--- src/rtl/triangle_pkg.sv ---
`default_nettype none
// ============================================================================
//  Module      : triangle_pkg
//  Description : Shared types and constants for the triangle-wave sequencer
//                (FSM state encoding, default widths, reset values).
//  Revision    : 1.0 - initial release
// ============================================================================
package triangle_pkg;

  // Default datapath widths
  localparam int c_def_width = 8;
  localparam int c_def_cnt_w = 8;

  // Sequencer states, explicit 2-bit encoding
  typedef enum logic [1:0] {
    ST_IDLE   = 2'd0,
    ST_RUN    = 2'd1,
    ST_FINISH = 2'd2
  } state_t;

  // Reset values of the sequencer state and 1-bit status outputs
  localparam state_t c_rst_state = ST_IDLE;
  localparam logic   c_rst_flag  = 1'b0;

endpackage
`default_nettype wire

--- src/rtl/triangle_core.sv ---
`default_nettype none
// ============================================================================
//  Module      : triangle_core
//  Description : Up/down triangle generator. Climbs by step until it reaches
//                peak, then descends by step to 0. wrap strobes on the edge
//                that returns the wave to 0 (one period complete).
//  Revision    : 1.0 - initial release
// ============================================================================
module triangle_core #(
  parameter int WIDTH = 8
) (
  input  logic             clk,
  input  logic             reset,
  input  logic             en,
  input  logic             clear,
  input  logic [WIDTH-1:0] peak,
  input  logic [WIDTH-1:0] step,
  output logic [WIDTH-1:0] triangle,
  output logic             count_down,
  output logic             wrap
);

  logic [WIDTH-1:0] r_triangle;
  logic             r_count_down;
  logic [WIDTH:0]   w_sum;
  logic             w_bottom;

  // One extra bit so the ascending sum cannot overflow before the peak compare
  assign w_sum    = {1'b0, r_triangle} + {1'b0, step};
  assign w_bottom = (r_triangle <= step);
  // Period completes on the descending step that lands on 0
  assign wrap     = en && !clear && r_count_down && w_bottom;

  assign triangle   = r_triangle;
  assign count_down = r_count_down;

  // Triangle sample and direction update; clear has priority over stepping
  always_ff @(posedge clk or negedge reset) begin
    if (!reset) begin
      r_triangle   <= '0;
      r_count_down <= 1'b0;
    end else if (clear) begin
      r_triangle   <= '0;
      r_count_down <= 1'b0;
    end else if (en) begin
      if (!r_count_down) begin
        if (w_sum >= {1'b0, peak}) begin
          r_triangle   <= peak;
          r_count_down <= 1'b1;
        end else begin
          r_triangle <= w_sum[WIDTH-1:0];
        end
      end else begin
        if (w_bottom) begin
          r_triangle   <= '0;
          r_count_down <= 1'b0;
        end else begin
          r_triangle <= r_triangle - step;
        end
      end
    end
  end

endmodule
`default_nettype wire

--- src/rtl/triangle_seq_ctrl.sv ---
`default_nettype none
// ============================================================================
//  Module      : triangle_seq_ctrl
//  Description : Command-driven sequencer that runs the triangle generator for
//                a bounded number of periods (or continuously until stopped)
//                and reports done / aborted / cmd_err pulses.
//  Revision    : 1.0 - initial release
// ============================================================================
module triangle_seq_ctrl
  import triangle_pkg::*;
#(
  parameter int WIDTH = c_def_width,
  parameter int CNT_W = c_def_cnt_w
) (
  input  logic             clk,
  input  logic             reset,
  input  logic             cmd_valid,
  output logic             cmd_ready,
  input  logic [WIDTH-1:0] cmd_peak,
  input  logic [WIDTH-1:0] cmd_step,
  input  logic [CNT_W-1:0] cmd_cycles,
  input  logic             stop,
  output logic [WIDTH-1:0] triangle,
  output logic             count_down,
  output logic             busy,
  output logic [CNT_W-1:0] periods_done,
  output logic             done,
  output logic             aborted,
  output logic             cmd_err
);

  state_t           r_state;
  logic [WIDTH-1:0] r_peak;
  logic [WIDTH-1:0] r_step;
  logic [CNT_W-1:0] r_cycles;
  logic [CNT_W-1:0] r_periods;
  logic             r_busy;
  logic             r_done;
  logic             r_aborted;
  logic             r_cmd_err;

  logic             w_idle;
  logic             w_bad_cmd;
  logic             w_start;
  logic             w_stop_run;
  logic             w_core_en;
  logic             w_core_clear;
  logic             w_wrap;
  logic [CNT_W-1:0] w_pd_next;
  logic             w_last;

  assign w_idle       = (r_state == ST_IDLE);
  assign w_bad_cmd    = (cmd_peak == '0) || (cmd_step == '0);
  assign w_start      = w_idle && cmd_valid && !w_bad_cmd;
  assign w_stop_run   = (r_state == ST_RUN) && stop;
  // A stop freezes the wave and the period counter on the same edge
  assign w_core_en    = (r_state == ST_RUN) && !stop;
  assign w_core_clear = w_start || w_stop_run;
  assign w_pd_next    = r_periods + 1'b1;
  // cycles == 0 means continuous: never finish on a count
  assign w_last       = w_wrap && (r_cycles != '0) && (w_pd_next == r_cycles);

  assign cmd_ready    = w_idle;
  assign busy         = r_busy;
  assign periods_done = r_periods;
  assign done         = r_done;
  assign aborted      = r_aborted;
  assign cmd_err      = r_cmd_err;

  triangle_core #(
    .WIDTH (WIDTH)
  ) u_core (
    .clk        (clk),
    .reset      (reset),
    .en         (w_core_en),
    .clear      (w_core_clear),
    .peak       (r_peak),
    .step       (r_step),
    .triangle   (triangle),
    .count_down (count_down),
    .wrap       (w_wrap)
  );

  // Sequencer FSM: job latching, period counting and status pulses
  always_ff @(posedge clk or negedge reset) begin
    if (!reset) begin
      r_state   <= c_rst_state;
      r_peak    <= '0;
      r_step    <= '0;
      r_cycles  <= '0;
      r_periods <= '0;
      r_busy    <= c_rst_flag;
      r_done    <= c_rst_flag;
      r_aborted <= c_rst_flag;
      r_cmd_err <= c_rst_flag;
    end else begin
      r_aborted <= 1'b0;
      r_cmd_err <= 1'b0;
      r_done    <= 1'b0;
      case (r_state)
        ST_IDLE: begin
          if (cmd_valid) begin
            if (w_bad_cmd) begin
              r_cmd_err <= 1'b1;
            end else begin
              r_peak    <= cmd_peak;
              r_step    <= cmd_step;
              r_cycles  <= cmd_cycles;
              r_periods <= '0;
              r_busy    <= 1'b1;
              r_state   <= ST_RUN;
            end
          end
        end
        ST_RUN: begin
          if (stop) begin
            r_aborted <= 1'b1;
            r_busy    <= 1'b0;
            r_state   <= ST_IDLE;
          end else if (w_wrap) begin
            r_periods <= w_pd_next;
            if (w_last) begin
              r_state <= ST_FINISH;
            end
          end
        end
        ST_FINISH: begin
          // First FINISH cycle shows the final 0; the second carries done,
          // so cmd_ready rises the cycle after the done pulse.
          if (r_done) begin
            r_busy  <= 1'b0;
            r_state <= ST_IDLE;
          end else begin
            r_done <= 1'b1;
          end
        end
        default: begin
          r_busy  <= 1'b0;
          r_state <= ST_IDLE;
        end
      endcase
    end
  end

endmodule
`default_nettype wire

--- config.mk ---
export PLATFORM = sky130hd
export DESIGN_NAME = triangle_seq_ctrl
export DESIGN_NICKNAME = d
export VERILOG_FILES = /design/src/rtl/triangle_pkg.sv /design/src/rtl/triangle_core.sv /design/src/rtl/triangle_seq_ctrl.sv
export SDC_FILE = /design/constraint.sdc
export NUM_CORES = 1
export LEC_CHECK = 0
export BUFFER_PORTS_ARGS = -buffer_cell sky130_fd_sc_hd__buf_2
export CORE_ASPECT_RATIO = 0.7
export CORE_MARGIN = 4
export CORE_UTILIZATION = 35
export DETAILED_ROUTE_END_ITERATION = 8
export GPL_ROUTABILITY_DRIVEN = 0
export SLEW_MARGIN = 20
export SYNTH_ARGS = -nofsm -noshare
export SYNTH_HDL_FRONTEND = slang
export SYNTH_SLANG_ARGS = --single-unit
--- constraint.sdc ---
create_clock -name clk -period 3.4 [get_ports clk]
set_input_delay 0.34 -clock clk [delete_from_list [all_inputs] [get_ports clk]]
set_output_delay 0.34 -clock clk [all_outputs]
set_load 0.005 [all_outputs]
==> run metrics <==
static leakage 0.00177 uW; register area share after synthesis about 36%; FF-to-FF Start u_core.triangle[0]; core outline area 0.00907 mm2; critical path type reg2reg; proportion of layout cells with a drive suffix above 1 25.3%; largest net degree at the start of global routing 47; CTS tree done; clock-pin slew on the worst setup and hold paths 70 ps; dpl cells 503; FP Rows 29; Synth Area per Inst 9.81 um2; routed vias roughly 2600; final worst slack 219 ps; Max IR drop VDD about 0.00035 V; fmax 314 MHz; dpl ws around 110 ps; Vias/cell 5.13; area delta synth->final 17.1%; Post-synth EDFFs 0; Final Non-Filler Cells 511; outcome finished clean; Synth cell types 53; initial antenna violation count 0; io pins 50; grt ovf 0; drt wl/cell about 16 um; max-cap violations 0; Slew HR 56.1%; port bufs 49; Detailed Place HPWL roughly 6.5 mm; Worst Hold Class in2async; Final Power approximately 2800 uW; top_reg_cell synth dfrtp_1; pwr dens between 700 and 800 mW/mm2; nets 441; Final min period between 3000 and 4000 ps; final slew viol count 0; crit path DAT 3340 ps; H-Tree Depth 2; Tcrit/Tclk final 93.6%; 1st-iter DRT viols 169; Synth Warn # 0; syn_nets slightly below 400; WP data required 3560 ps; clock sink count 47; Antenna Cells 0; Final setup viols 0; Fill cells 921; FFs w/ async S/R, synth 100%; PostCTS Resize Cnt 0; crit path max fanout 5; worst-margin pin slew 653 ps; CTS Hold Bufs 0; clock latency at the later pin of the worst-skew pair 290 ps; Worst Skew about 13 ps; Synth Register Bits 47; Starting Density about 36%; CP Capture Type register; Final Cell Area 0.00381 mm2; Die Y 88.7 um; crit path from u_core.triangle[0]; GRT Total Usage 16.1%; die area 0.0109 mm2; first-pass GRT wire length 13.6 mm; final WL 8.27 mm; Startpoint Class register; # DRC 0; drt first pass iters 4; synthesized area 0.00326 mm2; placed cell areas 0.00366 mm2; number of global-route vias before repair ~2500; post-CTS setup buffers 0; die width 123 um; Longest Clk Path Bufs 2; synthesized netlist cell count 332; Final Hold Fails 0; Routed Antenna Nets 0; CTS Buf Count 5; clk root buf clkbuf_16
routing by layer:
metal / share of wire, % / routed length, um / vias up / GRT usage, %
met2: 41 / 3370 / 62 / 22.2
met3: 6.3 / 519 / 5 / 4.09
met5: 0 / 0 / - / 0
li1: - / - / 1303 / -
met1: 52 / 4310 / 1250 / 25.0
met4: 0.77 / 64 / 0 / 3.52
placed cells by master, fill, tap and decap left out, types with 6 or more instances in the layout:
cell type,netlist,final
xnor2_1,16,16
o21ai_0,27,27
buf_2,4,48
a31oi_1,6,6
nand2_1,17,17
a22oi_1,6,6
buf_4,0,8
mux2i_1,6,6
nor4_1,7,7
ha_1,25,25
mux2_2,24,24
inv_1,21,21
nor2b_1,9,9
nand2b_1,7,7
dfrtp_1,47,47
nor2_1,17,17
a21oi_1,17,16
synth_stat cells (3+ instances only):
cell type  count  area (um2)
a211oi_1       3        22.5
a21o_1         3        22.5
a21oi_1       17        85.1
a22oi_1        6        45.0
a31oi_1        6        37.5
and2_1         5        31.3
buf_2          4        20.0
clkbuf_1       3        11.3
dfrtp_1       47        1180
ha_1          25         313
inv_1         21        78.8
mux2_2        24         270
mux2i_1        6        60.1
nand2_1       17        63.8
nand2b_1       7        43.8
nand3_1        5        25.0
nor2_1        17        63.8
nor2b_1        9        56.3
nor3_1         6        30.0
nor3b_1        5        37.5
nor4_1         7        43.8
o21ai_0       27         135
o31ai_1        5        37.5
or3_1          5        31.3
xnor2_1       16         140
xor2_1         4        35.0
worst max-delay path, stage by stage, from the launching register on:
cell	delay, ps
dfrtp_1	410
ha_1	240
fa_1	450
nand2b_4	120
a2111oi_4	90
nor3_2	220
xnor2_1	150
ha_1	270
a21oi_1	150
o22ai_1	100
a21oi_2	230
nand3_2	120
o211a_1	250
a221o_1	250
state kept, by name (all words and copies together) (netlist names), 2 cells and up:
signal,count
r_cycles,8
r_peak,8
u_core.triangle,8
r_state,2
r_step,8
periods_done,8
final timing paths:
path / endpoint / slack, ps / cells after the start
worst min register to register: done / 490 / 1
worst max register to register: u_core.triangle[7] / 220 / 13
min in group clk: r_cycles[2] / 280 / 2
worst min-delay path: r_step[2] / 50 / 1
max in group asynchronous: r_step[7] / 2840 / 2
worst max-delay path: u_core.triangle[7] / 220 / 13
cells by family after synthesis:
family                   Yosys count  synth area share [%]
AO/OA/AOI/OAI                     84                  17.4
XOR/XNOR                          20                  5.38
adder cells (fa/ha/maj)           27                  10.8
buffers and inverters             31                  4.19
flip-flops                        47                  36.1
multiplexers                      30                  10.1
AND/OR/NAND/NOR                   93                  15.9
layout make-up:
type	instances	area, um2	area share, %
clock buffer	6	129	3.38
clock inverter	2	17.5	0.459
inverter	22	82.6	2.17
multi-input combinational	254	1950	51.2
sequential	47	1180	30.8
tap	124	155	4.07
timing repair buffer	56	300	7.87
report_power, final:
group / switching (uW) / leakage [uW] / internal (uW)
logic: 811 / 0.00111 / 683
registers: 131 / 0.000591 / 676
clock network: 212 / 0.0000710 / 276
per-stage QoR:
stage,hold WS [ps],util [%],TNS (ps)
after global placement,453,40.3,0
after detailed placement,473,40.3,0
after global routing,109,42.0,-0.236
final,52.1,42.0,0
after CTS,277,41.9,0
after floorplan,44.4,-,0
No activity file was read; power rests on OpenSTA's default activity.
